$ cat config.mk
export PLATFORM = sky130hd
export DESIGN_NAME = wb_request_arbiter_flat
export DESIGN_NICKNAME = d
export VERILOG_FILES = /design/src/rtl/wb_request_arbiter_if.sv /design/src/rtl/wb_request_arbiter.sv /design/src/flat_wrapper.sv
export SDC_FILE = /design/constraint.sdc
export NUM_CORES = 1
export LEC_CHECK = 0
export CAP_MARGIN = 40
export CORE_AREA = 3 3 105 107
export CTS_BUF_LIST = sky130_fd_sc_hd__clkbuf_8 sky130_fd_sc_hd__clkbuf_16
export DETAILED_ROUTE_END_ITERATION = 6
export DIE_AREA = 0 0 108 110
export PLACE_DENSITY = 0.67
export SETUP_SLACK_MARGIN = 0.2
export SYNTH_ARGS = -nofsm -noshare
export SYNTH_HDL_FRONTEND = slang
export SYNTH_SLANG_ARGS = --single-unit
$ cat constraint.sdc
create_clock -name i_CLK -period 4.05 [get_ports i_CLK]
set_input_delay 0.6075 -clock i_CLK [delete_from_list [all_inputs] [get_ports i_CLK]]
set_output_delay 0.6075 -clock i_CLK [all_outputs]
set_load 0.02 [all_outputs]
$ cat src/rtl/wb_request_arbiter_if.sv
// Request-side bundle of wb_request_arbiter: IFU, LSU and
// wishbone_master request/completion signals plus the watchdog flag.
interface wb_request_arbiter_if #(
    parameter int DW = 32,
    parameter int AW = 32
);
    logic          i_IFU_REQ;
    logic [AW-1:0] i_IFU_ADDR;
    logic [DW-1:0] o_IFU_DATA;
    logic          o_IFU_GNT;

    logic          i_LSU_REQ;
    logic [AW-1:0] i_LSU_ADDR;
    logic [DW-1:0] i_LSU_DATA;
    logic          i_LSU_WE;
    logic [1:0]    i_LSU_HB;
    logic [DW-1:0] o_LSU_DATA;
    logic          o_LSU_GNT;

    logic          o_M_REQ;
    logic [AW-1:0] o_M_ADDR;
    logic [DW-1:0] o_M_DATA;
    logic          o_M_WE;
    logic [1:0]    o_M_HB;
    logic [DW-1:0] i_M_DATA;
    logic          i_M_GNT;

    logic          o_TIMEOUT;

    // Arbiter side
    modport slave (
        input  i_IFU_REQ, i_IFU_ADDR,
        output o_IFU_DATA, o_IFU_GNT,
        input  i_LSU_REQ, i_LSU_ADDR, i_LSU_DATA,
        input  i_LSU_WE, i_LSU_HB,
        output o_LSU_DATA, o_LSU_GNT,
        output o_M_REQ, o_M_ADDR, o_M_DATA, o_M_WE, o_M_HB,
        input  i_M_DATA, i_M_GNT,
        output o_TIMEOUT
    );

    // Requester / bus-master side
    modport master (
        output i_IFU_REQ, i_IFU_ADDR,
        input  o_IFU_DATA, o_IFU_GNT,
        output i_LSU_REQ, i_LSU_ADDR, i_LSU_DATA,
        output i_LSU_WE, i_LSU_HB,
        input  o_LSU_DATA, o_LSU_GNT,
        input  o_M_REQ, o_M_ADDR, o_M_DATA, o_M_WE, o_M_HB,
        output i_M_DATA, i_M_GNT,
        input  o_TIMEOUT
    );
endinterface

$ cat src/rtl/wb_request_arbiter.sv
// Round-robin arbiter sharing the wishbone_master request port between
// the IFU (read-only) and the LSU, one transaction in flight, with watchdog.
module wb_request_arbiter #(
    parameter int DATA_WIDTH     = 32,
    parameter int ADDR_WIDTH     = 32,
    parameter int TIMEOUT_CYCLES = 1024
) (
    input  logic                  i_CLK,
    input  logic                  i_RSTN,
    wb_request_arbiter_if.slave   bus
);
    typedef enum logic [1:0] {
        S_IDLE    = 2'd0,
        S_OWN_IFU = 2'd1,
        S_OWN_LSU = 2'd2
    } state_t;

    state_t                  r_state;
    state_t                  w_state_nxt;
    logic                    r_m_req;
    logic                    w_m_req_nxt;
    logic                    r_last_lsu;
    logic                    w_last_lsu_nxt;
    logic                    w_ifu_gnt;
    logic                    w_lsu_gnt;
    logic [ADDR_WIDTH-1:0]   w_m_addr;
    logic [DATA_WIDTH-1:0]   w_m_data;
    logic                    w_m_we;
    logic [1:0]              w_m_hb;

    // State, request and fairness pointer registers
    always_ff @(posedge i_CLK or negedge i_RSTN) begin
        if (!i_RSTN) begin
            r_state    <= S_IDLE;
            r_m_req    <= 1'b0;
            r_last_lsu <= 1'b0;
        end else begin
            r_state    <= w_state_nxt;
            r_m_req    <= w_m_req_nxt;
            r_last_lsu <= w_last_lsu_nxt;
        end
    end

    // Arbitration, completion strobes and next-state decode
    always_comb begin
        w_state_nxt    = r_state;
        w_m_req_nxt    = r_m_req;
        w_last_lsu_nxt = r_last_lsu;
        w_ifu_gnt      = 1'b0;
        w_lsu_gnt      = 1'b0;
        unique case (r_state)
            S_IDLE: begin
                // LSU wins a tie unless it was the last one served
                if (bus.i_LSU_REQ && (!bus.i_IFU_REQ || !r_last_lsu)) begin
                    w_state_nxt = S_OWN_LSU;
                    w_m_req_nxt = 1'b1;
                end else if (bus.i_IFU_REQ) begin
                    w_state_nxt = S_OWN_IFU;
                    w_m_req_nxt = 1'b1;
                end
            end
            S_OWN_IFU: begin
                if (bus.i_M_GNT) begin
                    w_ifu_gnt      = 1'b1;
                    w_state_nxt    = S_IDLE;
                    w_m_req_nxt    = 1'b0;
                    w_last_lsu_nxt = 1'b0;
                end
            end
            S_OWN_LSU: begin
                if (bus.i_M_GNT) begin
                    w_lsu_gnt      = 1'b1;
                    w_state_nxt    = S_IDLE;
                    w_m_req_nxt    = 1'b0;
                    w_last_lsu_nxt = 1'b1;
                end
            end
            default: begin
                w_state_nxt = S_IDLE;
                w_m_req_nxt = 1'b0;
            end
        endcase
    end

    // Owner mux onto the master request fields; zero when idle
    always_comb begin
        w_m_addr = '0;
        w_m_data = '0;
        w_m_we   = 1'b0;
        w_m_hb   = 2'b00;
        unique case (r_state)
            S_OWN_IFU: begin
                w_m_addr = bus.i_IFU_ADDR;
                w_m_hb   = 2'b10;
            end
            S_OWN_LSU: begin
                w_m_addr = bus.i_LSU_ADDR;
                w_m_data = bus.i_LSU_DATA;
                w_m_we   = bus.i_LSU_WE;
                w_m_hb   = bus.i_LSU_HB;
            end
            default: ;
        endcase
    end

    assign bus.o_M_REQ    = r_m_req;
    assign bus.o_M_ADDR   = w_m_addr;
    assign bus.o_M_DATA   = w_m_data;
    assign bus.o_M_WE     = w_m_we;
    assign bus.o_M_HB     = w_m_hb;
    assign bus.o_IFU_GNT  = w_ifu_gnt;
    assign bus.o_LSU_GNT  = w_lsu_gnt;
    assign bus.o_IFU_DATA = w_ifu_gnt ? bus.i_M_DATA : '0;
    assign bus.o_LSU_DATA = w_lsu_gnt ? bus.i_M_DATA : '0;

    generate
        if (TIMEOUT_CYCLES > 0) begin : g_wdog
            localparam int WDW = $clog2(TIMEOUT_CYCLES + 1);
            localparam logic [WDW-1:0] LIM = WDW'(TIMEOUT_CYCLES);

            logic [WDW-1:0] r_wdog;
            logic           r_timeout;

            // Count un-granted owned cycles; held at zero while idle so
            // every new ownership starts from zero
            always_ff @(posedge i_CLK or negedge i_RSTN) begin
                if (!i_RSTN) begin
                    r_wdog    <= '0;
                    r_timeout <= 1'b0;
                end else if (r_state == S_IDLE) begin
                    r_wdog <= '0;
                end else if (!bus.i_M_GNT && (r_wdog != LIM)) begin
                    r_wdog <= r_wdog + 1'b1;
                    if (r_wdog == (LIM - 1'b1)) begin
                        r_timeout <= 1'b1;
                    end
                end
            end

            assign bus.o_TIMEOUT = r_timeout;
        end else begin : g_no_wdog
            assign bus.o_TIMEOUT = 1'b0;
        end
    endgenerate
endmodule

$ cat src/flat_wrapper.sv
// flat-port wrapper written by rule: the top's interface ports become plain ports
module wb_request_arbiter_flat 
#(
    parameter int DATA_WIDTH     = 32,
    parameter int ADDR_WIDTH     = 32,
    parameter int TIMEOUT_CYCLES = 1024
)
  (i_CLK, i_RSTN, bus_i_IFU_REQ, bus_i_IFU_ADDR, bus_o_IFU_DATA, bus_o_IFU_GNT, bus_i_LSU_REQ, bus_i_LSU_ADDR, bus_i_LSU_DATA, bus_i_LSU_WE, bus_i_LSU_HB, bus_o_LSU_DATA, bus_o_LSU_GNT, bus_o_M_REQ, bus_o_M_ADDR, bus_o_M_DATA, bus_o_M_WE, bus_o_M_HB, bus_i_M_DATA, bus_i_M_GNT, bus_o_TIMEOUT);
  wb_request_arbiter_if #(.DW((32)), .AW((32))) bus_i ();
  input  logic i_CLK;
  input  logic i_RSTN;
  input wire logic [$bits(bus_i.i_IFU_REQ)-1:0] bus_i_IFU_REQ;
  input wire logic [$bits(bus_i.i_IFU_ADDR)-1:0] bus_i_IFU_ADDR;
  output wire logic [$bits(bus_i.o_IFU_DATA)-1:0] bus_o_IFU_DATA;
  output wire logic [$bits(bus_i.o_IFU_GNT)-1:0] bus_o_IFU_GNT;
  input wire logic [$bits(bus_i.i_LSU_REQ)-1:0] bus_i_LSU_REQ;
  input wire logic [$bits(bus_i.i_LSU_ADDR)-1:0] bus_i_LSU_ADDR;
  input wire logic [$bits(bus_i.i_LSU_DATA)-1:0] bus_i_LSU_DATA;
  input wire logic [$bits(bus_i.i_LSU_WE)-1:0] bus_i_LSU_WE;
  input wire logic [$bits(bus_i.i_LSU_HB)-1:0] bus_i_LSU_HB;
  output wire logic [$bits(bus_i.o_LSU_DATA)-1:0] bus_o_LSU_DATA;
  output wire logic [$bits(bus_i.o_LSU_GNT)-1:0] bus_o_LSU_GNT;
  output wire logic [$bits(bus_i.o_M_REQ)-1:0] bus_o_M_REQ;
  output wire logic [$bits(bus_i.o_M_ADDR)-1:0] bus_o_M_ADDR;
  output wire logic [$bits(bus_i.o_M_DATA)-1:0] bus_o_M_DATA;
  output wire logic [$bits(bus_i.o_M_WE)-1:0] bus_o_M_WE;
  output wire logic [$bits(bus_i.o_M_HB)-1:0] bus_o_M_HB;
  input wire logic [$bits(bus_i.i_M_DATA)-1:0] bus_i_M_DATA;
  input wire logic [$bits(bus_i.i_M_GNT)-1:0] bus_i_M_GNT;
  output wire logic [$bits(bus_i.o_TIMEOUT)-1:0] bus_o_TIMEOUT;
  assign bus_i.i_IFU_REQ = bus_i_IFU_REQ;
  assign bus_i.i_IFU_ADDR = bus_i_IFU_ADDR;
  assign bus_o_IFU_DATA = bus_i.o_IFU_DATA;
  assign bus_o_IFU_GNT = bus_i.o_IFU_GNT;
  assign bus_i.i_LSU_REQ = bus_i_LSU_REQ;
  assign bus_i.i_LSU_ADDR = bus_i_LSU_ADDR;
  assign bus_i.i_LSU_DATA = bus_i_LSU_DATA;
  assign bus_i.i_LSU_WE = bus_i_LSU_WE;
  assign bus_i.i_LSU_HB = bus_i_LSU_HB;
  assign bus_o_LSU_DATA = bus_i.o_LSU_DATA;
  assign bus_o_LSU_GNT = bus_i.o_LSU_GNT;
  assign bus_o_M_REQ = bus_i.o_M_REQ;
  assign bus_o_M_ADDR = bus_i.o_M_ADDR;
  assign bus_o_M_DATA = bus_i.o_M_DATA;
  assign bus_o_M_WE = bus_i.o_M_WE;
  assign bus_o_M_HB = bus_i.o_M_HB;
  assign bus_i.i_M_DATA = bus_i_M_DATA;
  assign bus_i.i_M_GNT = bus_i_M_GNT;
  assign bus_o_TIMEOUT = bus_i.o_TIMEOUT;
  wb_request_arbiter #(.DATA_WIDTH(DATA_WIDTH), .ADDR_WIDTH(ADDR_WIDTH), .TIMEOUT_CYCLES(TIMEOUT_CYCLES)) u_core (.i_CLK(i_CLK), .i_RSTN(i_RSTN), .bus(bus_i));
endmodule
* After elaboration in Yosys (flattened, before gate mapping)
Index checks and enable logic that the tools add are counted. Widths: inputs -> output; s select.
Word-level totals: word-level logic and storage cells 49, input bits 136, bits in registers 16
Operators by class: equality and inequality tests 8, muxes and demuxes 21, $add $sub $neg 1, bitwise gates (word level) 1, reduce and logical (&&, ||, !) cells 13
Operators with widths (count):
- $mux 32 | 3
- $pmux 32 s2 | 1
- $mux 11 | 2
- $add 11x1->11 const B | 1
- $eq 11x10->1 const B | 1
- $ne 11x11->1 const B | 1
- $mux 1 | 8
- $pmux 2 s2 | 2
- $mux 2 | 3
- $reduce_and 3->1 | 2
- $ne 2x2->1 const B | 2
- $pmux 1 s2 | 2
- $reduce_bool 2->1 | 2
- $logic_not 1->1 | 3
- $ne 3x2->1 const B | 1
- $eq 2x1->1 const B | 1
- $eq 2x2->1 const B | 1
- $logic_and 1x1->1 | 2
- $logic_not 2->1 | 1
- $ne 2x1->1 const B | 1
- $reduce_and 2->1 | 1
- $reduce_or 2->1 | 1
- $logic_or 1x1->1 | 1
- $not 1->1 | 1

* Longest topological paths before layout
depth in word-level cells 5, gate-level depth with buffers 6, depth with buffers taken out 5

* Worst setup path after synthesis
Ideal clock, no wire load.
path type flip-flop to output port, start point reg u_core.r_state[1], end point out bus_o_M_ADDR[17], buffers on the path 2, data arrival time 1.578 ns, stages on the path, launching flop included 7, data required time 3.442 ns, setup slack 1.865 ns, path through dfrtp_1 > inv_1 > ha_1 > clkbuf_1 > clkbuf_1 > a22oi_1 > nor2b_1
On the way: cells in the longest elaborated chain, start to end 2, elaborated cells between the ends (all ways) 3, classes of those cells 2 x eq/ne; 1 x mux
Ends and longest elaborated chain:
- from (decl) | RTL line wb_request_arbiter.sv:18 | state_t r_state;
- from (signal assigned) | RTL line wb_request_arbiter.sv:38 | r_state <= w_state_nxt;
- $eq 2x2->1 / $eq 2x1->1 (equally long branches) | RTL line wb_request_arbiter.sv:91 | unique case (r_state)
- $pmux 32 s2 * | RTL line wb_request_arbiter.sv:91
- to (decl) | RTL line flat_wrapper.sv:24 | output wire logic [$bits(bus_i.o_M_ADDR)-1:0] bus_o_M_ADDR;
Mark *: on every way between the ends. The rest lies on a longest branch, timed or not.

* Worst setup path after layout
start point reg u_core.r_state[0], end point out bus_o_LSU_GNT
On the way: cells in the longest elaborated chain, start to end 2
Ends and longest elaborated chain:
- $eq 2x2->1 | RTL line wb_request_arbiter.sv:51 | unique case (r_state)
- $mux 1 | RTL line wb_request_arbiter.sv:51
- to (decl) | RTL line flat_wrapper.sv:22 | output wire logic [$bits(bus_i.o_LSU_GNT)-1:0] bus_o_LSU_GNT;
No other way between the ends.

==> flow_metrics.py <==
metrics = {
    "cells_and_area": {
        "multiInputGateArea_um2": 1560,
        "diodes": 0,
        "area_growth_pct": 136,
        "drive_gt1_frac": 0.0351,
        "final_nets": 683,
        "regArea_um2": 400,
        "n_fill_cell": 986,
    },
    "sta": {
        "max-slew-margin-rel": 0.499,
        "fin_crit_ns": 3.34,
        "finClkSkew_ns": 0.00418,
        "hold_viol": 0,
        "tns_ns": 0,
        "rsz0062_at_grt": "no",
        "fin_crit_sh": 0.824,
        "finalSetupViolCount": 0,
        "max_freq_ghz": 0.300,
        "final-max-slew-violation-count": 0,
        "worst_slew_pin_slew_ns": 0.749,
    },
    "setup_path": {
        "crit_required_ns": 3.44,
        "crit_buf_inv": 3,
        "cp_top_family": "buffers and inverters",
        "cp_slowest_stage_delay_ns": 0.68,
        "rr_worst_depth": 5,
        "crit_path_end_kind": "primary output",
        "start_kind": "register",
        "critPathKind": "register to primary output",
        "rrSetupSlack_ns": 2.10,
        "rr_endpoint": "u_core.r_last_lsu",
        "rr_startpoint": "u_core.r_state[0]",
        "worstPathCellList": "inv_1 -> ha_2 -> buf_4 -> and2_1 -> clkdlybuf4s50_1",
        "worstPathMaxFanout": 52,
        "slowest_stage": "clkdlybuf4s50_1",
        "cp.arrival_ns": 2.73,
    },
    "drt": {
        "ant_nets": 0,
        "first_pass_iters": 4,
        "viasPerCell": 4.78,
        "drt-wirelength-per-cell_um": 20.1,
        "vias": 3239,
        "drc": 0,
        "wl_mm": 13.6,
        "drtIter0Drc": 295,
    },
    "global_routing": {
        "grt_max_degree": 76,
        "grt.total_usage": 0.214,
        "grt_pass1_vias": 3215,
        "antenna_found_initial": 0,
        "grt_pass1_wl_mm": 19.1,
        "overflow": 0,
    },
    "logic_synthesis": {
        "synth.cell_area_um2": 2100,
        "synth_area_leaders": "and3_1 (19%), dfrtp_1 (19%), a22oi_1 (11%)",
        "synth-xor-area-share": 0.00832,
        "muxShareOfSynthArea": 0,
        "yosys.area_share.simple": 0.512,
        "yosys_warnings": 0,
        "synth_top_family_by_area": "simple AND/OR/NAND/NOR gates",
        "synth-compound-area-share": 0.190,
        "yosysSeqAreaShare": 0.190,
        "synthAdderAreaFrac": 0.0297,
        "synth_area_leader_cell": "and3_1",
        "synth_edf_count": 0,
        "yosysMostFrequentCell": "and3_1",
        "netlist.area_leader.share": 0.190,
        "syn_area_per_cell_um2": 7.21,
        "syn_inst": 292,
        "async_flop_share": 1.00,
        "synth_cell_types": 35,
        "synth_common_cells": "and3_1 (64), and2_1 (35), nor2b_1 (34)",
        "ys_ff_latch": 16,
        "synth_ff_type": "dfrtp_1",
        "synth_fp_nets": 433,
    },
    "clocking": {
        "cts_max_level": 1,
        "postCtsHoldBufs": 0,
        "cts.sinks": 16,
        "clk_pin_slew_ns": 0.07,
        "cts_made_buffers": 3,
        "cts_setup_buffers": 0,
        "clock_path_buffers": 2,
        "cts_resized": 0,
        "cts_tree": "done",
        "cts_root_buf": "clkbuf_8",
        "worst_skew_pair.late_latency_ns": 0.25,
    },
    "floorplan": {
        "start_util": 0.206,
        "die_h_um": 110,
        "design.core.area_um2": 10200,
        "rows": 37,
        "io_pins": 271,
        "die_w_um": 108,
        "dieArea_um2": 11900,
    },
    "min_path": {
        "hold_end": "u_core.bus.o_TIMEOUT",
        "hold_path.class": "register to register",
        "hold_path_depth": 1,
        "hp-start": "u_core.bus.o_TIMEOUT",
    },
    "place": {
        "gp_congestion": 1.02,
        "io_buffers": 270,
        "hpwlAfterDp_mm": 10.9,
    },
    "power": {
        "ir_drop_uv": 197,
        "p_leak_nw": 2.03,
        "total_power_w": 0.00210,
        "p_per_area_nw_per_um2": 421,
    },
    "job": {
        "maxCapViolCount": 0,
    },
    "outcome": {
        "status": "completed",
    },
}
-- worst reg2reg max path: cells and delay by family (launching register included) --
kind	cells	cell delay, ns
AO/OA/AOI/OAI	1	0.09
AND/OR/NAND/NOR	1	0.24
buffers and inverters	2	0.59
adder cells (fa/ha/maj)	1	0.58
flip-flops	1	0.39
-- per-layer routing --
metal	track usage	wire length, µm
met1	0.264	5520
met3	0.0833	1790
met5	0	0
met4	0.0523	293
met2	0.353	6010
-- placed cells by master (no fill, tap or decap), types with 2 or more instances in the layout --
cell type        Yosys  final
inv_1                8      8
or4_4                2      2
nand2b_1             3      3
clkbuf_8             0      4
nor2b_1             34     34
nand3_1              6      6
or3_1                2      2
and3_1              64     64
or2b_2               2      2
xor2_1               2      2
o21ai_0              7      7
nand4b_1             2      2
a22oi_1             32     32
buf_4                0      5
nand2_1              7      7
nor2_1               3      3
ha_1                 5      3
dfrtp_1             16     16
ha_2                 0      2
or4_1                5      5
and2_1              35     35
a21oi_1             10     10
o31ai_1              3      3
clkdlybuf4s50_1      0    269
-- sequential cells by signal, summed over array words and instances (netlist names) --
| register | count |
|---|---|
| u_core.r_last_lsu | 1 |
| u_core.bus.o_M_REQ | 1 |
| u_core.r_state | 2 |
| u_core.g_wdog.r_wdog | 11 |
| u_core.bus.o_TIMEOUT | 1 |
-- cell families after synthesis --
logic type | count (synthesis)
fa+ha+maj | 5
compound gates | 58
simple gates | 172
flops | 16
xor+xnor | 2
buf+inv | 39
-- final cells by class --
cell class              count  share of cell area
multi-input cells         237               0.314
inverters                   8             0.00604
repair buffers            276               0.554
well taps                 136              0.0342
flip-flops and latches     16              0.0805
clock buffers               4              0.0111
-- report_power, final --
part           switching [W]  internal [W]  total [W]
sequential         0.0000279      0.000188   0.000215
combinational       0.000908      0.000827    0.00174
clock              0.0000580     0.0000864   0.000144
-- stage by stage --
step | hold WS [ns] | worst slack (ns) | instances | area (µm²) | util
floorplan | 0.312 | 1.86 | 292 | 2100 | -
global placement | 0.462 | 1.01 | 672 | 4900 | 0.479
detailed placement | 0.452 | 0.984 | 673 | 4920 | 0.481
CTS | 0.478 | 0.688 | 677 | 4970 | 0.486
global route | 0.501 | 0.551 | 677 | 4970 | 0.486
finish | 0.479 | 0.714 | 677 | 4970 | 0.486
-- how the worst max path moves through the flow --
stage	depth (start not counted)	end	start	slack [ns]
floorplan	6	bus_o_M_ADDR[17]	u_core.r_state[1]	1.86
global placement	5	bus_o_LSU_GNT	u_core.r_state[0]	1.01
detailed placement	5	bus_o_LSU_GNT	u_core.r_state[0]	0.98
CTS	5	bus_o_LSU_GNT	u_core.r_state[0]	0.69
global route	5	bus_o_LSU_GNT	u_core.r_state[0]	0.55
finish	5	bus_o_LSU_GNT	u_core.r_state[0]	0.71
Note: power is estimated with default switching activity, not from simulation.
==> RTL change: new RTL, same flow settings <==
Re-encode `state_t` (3 states) as one-hot, 3 bits wide.
--- a/src/rtl/wb_request_arbiter.sv
+++ b/src/rtl/wb_request_arbiter.sv
@@ -11,6 +11,6 @@
 );
-    typedef enum logic [1:0] {
-        S_IDLE    = 2'd0,
-        S_OWN_IFU = 2'd1,
-        S_OWN_LSU = 2'd2
+    typedef enum logic [2:0] {
+        S_IDLE    = 3'b001,
+        S_OWN_IFU = 3'b010,
+        S_OWN_LSU = 3'b100
     } state_t;
Formal check against the unedited RTL: same outputs for any inputs over 10 cycles, from zero or initial values and one cycle with i_RSTN low; not proved beyond that.
==> RTL change against the unedited design <==
- core utilization is 1.3 points lower
- die area stayed put
- clock power is 13% lower
- synthesized area is 7.5% lower
- worst setup slack better by 0.059 ns
- power is 25% lower
- routed wire length is 24% higher
- largest power group unchanged
- via count is 6.5% lower
- sequential cell count is 1 higher
- final area is 2.7% lower
- clock skew is 0.00053 ns higher
==> RTL change: results (changes against the unedited design) <==
\begin{tabular}{lr}
\hline
Metric & Value \\
\hline
\multicolumn{2}{l}{\textbf{Yosys}} \\
\quad Post-Syn Instances & 251 (-14\%) \\
\quad Syn nets & 389 (-10\%) \\
\quad Synthesized-area fraction occupied by ao, oa, aoi and oai cells & 21.14\% (+2.1 points) \\
\quad Number of library cell types mapped by synthesis & 33 (-5.7\%) \\
\quad Leading cell types by total area after synthesis & sky130\_fd\_sc\_hd\_\_and3\_1 21\%, sky130\_fd\_sc\_hd\_\_dfrtp\_1 21\%, sky130\_fd\_sc\_hd\_\_a22o\_1 14\% \\
\quad Parity-gate share of the synthesized area counting xor and xnor cells & 0.8997\% (+0.067 points) \\
\quad Total of flip-flops plus latches after synthesis & 17 (+1) \\
\quad Sequential share of the synthesized area & 21.92\% (+2.9 points) \\
\multicolumn{2}{l}{\textbf{Cells and area}} \\
\quad Ratio of cells with drive above 1 in the final layout & 3.353\% (-0.16 points) \\
\quad Count of filler cells inserted in the layout & 964 (-2.2\%) \\
\quad Antenna Cells & 2 (+2) \\
\quad Number of non-clock inverters in the layout & 4 (-4) \\
\quad Seq area share & 8.820\% (+0.77 points) \\
\quad Layout non-clock buf frac & 57.53\% (+2.1 points) \\
\quad Non-clk bufs & 279 (+1.1\%) \\
\quad Total number of multi-input combinational cells & 203 (-14\%) \\
\quad FF/Latch Area & 426.7 um\^{}2 (+6.6\%) \\
\multicolumn{2}{l}{\textbf{Worst setup path}} \\
\quad Worst setup slack for register-to-register paths & 2.20 ns (+0.10 ns) \\
\quad Launch point of the worst reg-to-reg path & u\_core.r\_state[2] \\
\quad Worst setup path end & bus\_o\_M\_ADDR[17] \\
\quad Maximum fanout count along the critical path & 18 (-65\%) \\
\multicolumn{2}{l}{\textbf{Global routing}} \\
\quad Maximum number of pins on one net before global-route repair & 77 (+1.3\%) \\
\quad Met1 Resource Use GR & 36.33\% (+10 points) \\
\quad Global-route wire length before repair & 21.89 mm (+14\%) \\
\multicolumn{2}{l}{\textbf{Routing}} \\
\quad Routed via count divided by cell count & 4.695 (-1.9\%) \\
\quad Met2 Routed Length & 6.309 mm (+5.0\%) \\
\quad Iteration-0 DRC count of the detailed router & 257 (-13\%) \\
\quad Routed wl met3 & 3.357 mm (+88\%) \\
\multicolumn{2}{l}{\textbf{Power}} \\
\quad Worst supply voltage drop on vdd & 0.0001826 V (-7.2\%) \\
\quad Power per cell area & 324.8 nW/um\^{}2 (-23\%) \\
\quad Share of power burned in the clock network & 8.0\% (+1.1 points) \\
\multicolumn{2}{l}{\textbf{Timing}} \\
\quad Worst clock skew & 0.004704 ns (+0.0005257 ns) \\
\multicolumn{2}{l}{\textbf{Status}} \\
\quad Result of the run & finished clean \\
\hline
\end{tabular}
-- RTL change: changes by cell type after synthesis, moves of 10 or more --
cell                       delta
sky130_fd_sc_hd__a22o_1      +32
sky130_fd_sc_hd__a22oi_1     -32
sky130_fd_sc_hd__buf_2       +10
sky130_fd_sc_hd__clkbuf_1    -14
sky130_fd_sc_hd__nor2b_1     -34
-- RTL change: stage by stage --
step / hold slack, ns / worst slack (ns)
final: 0.4841 / 0.7732
after global routing: 0.4928 / 0.5501
after CTS: 0.4756 / 0.7480
after detailed placement: 0.4604 / 1.000
after global placement: 0.4407 / 1.009
after floorplan: 0.3119 / 2.084
-- RTL change: logic make-up after synthesis --
logic type | count (synthesis)
and+or+nand+nor | 143
AOI/OAI and AO/OA | 51
buffers and inverters | 31
DFF | 17
muxes | 5
xor gates and xnor gates | 2
adders and majority gates | 2
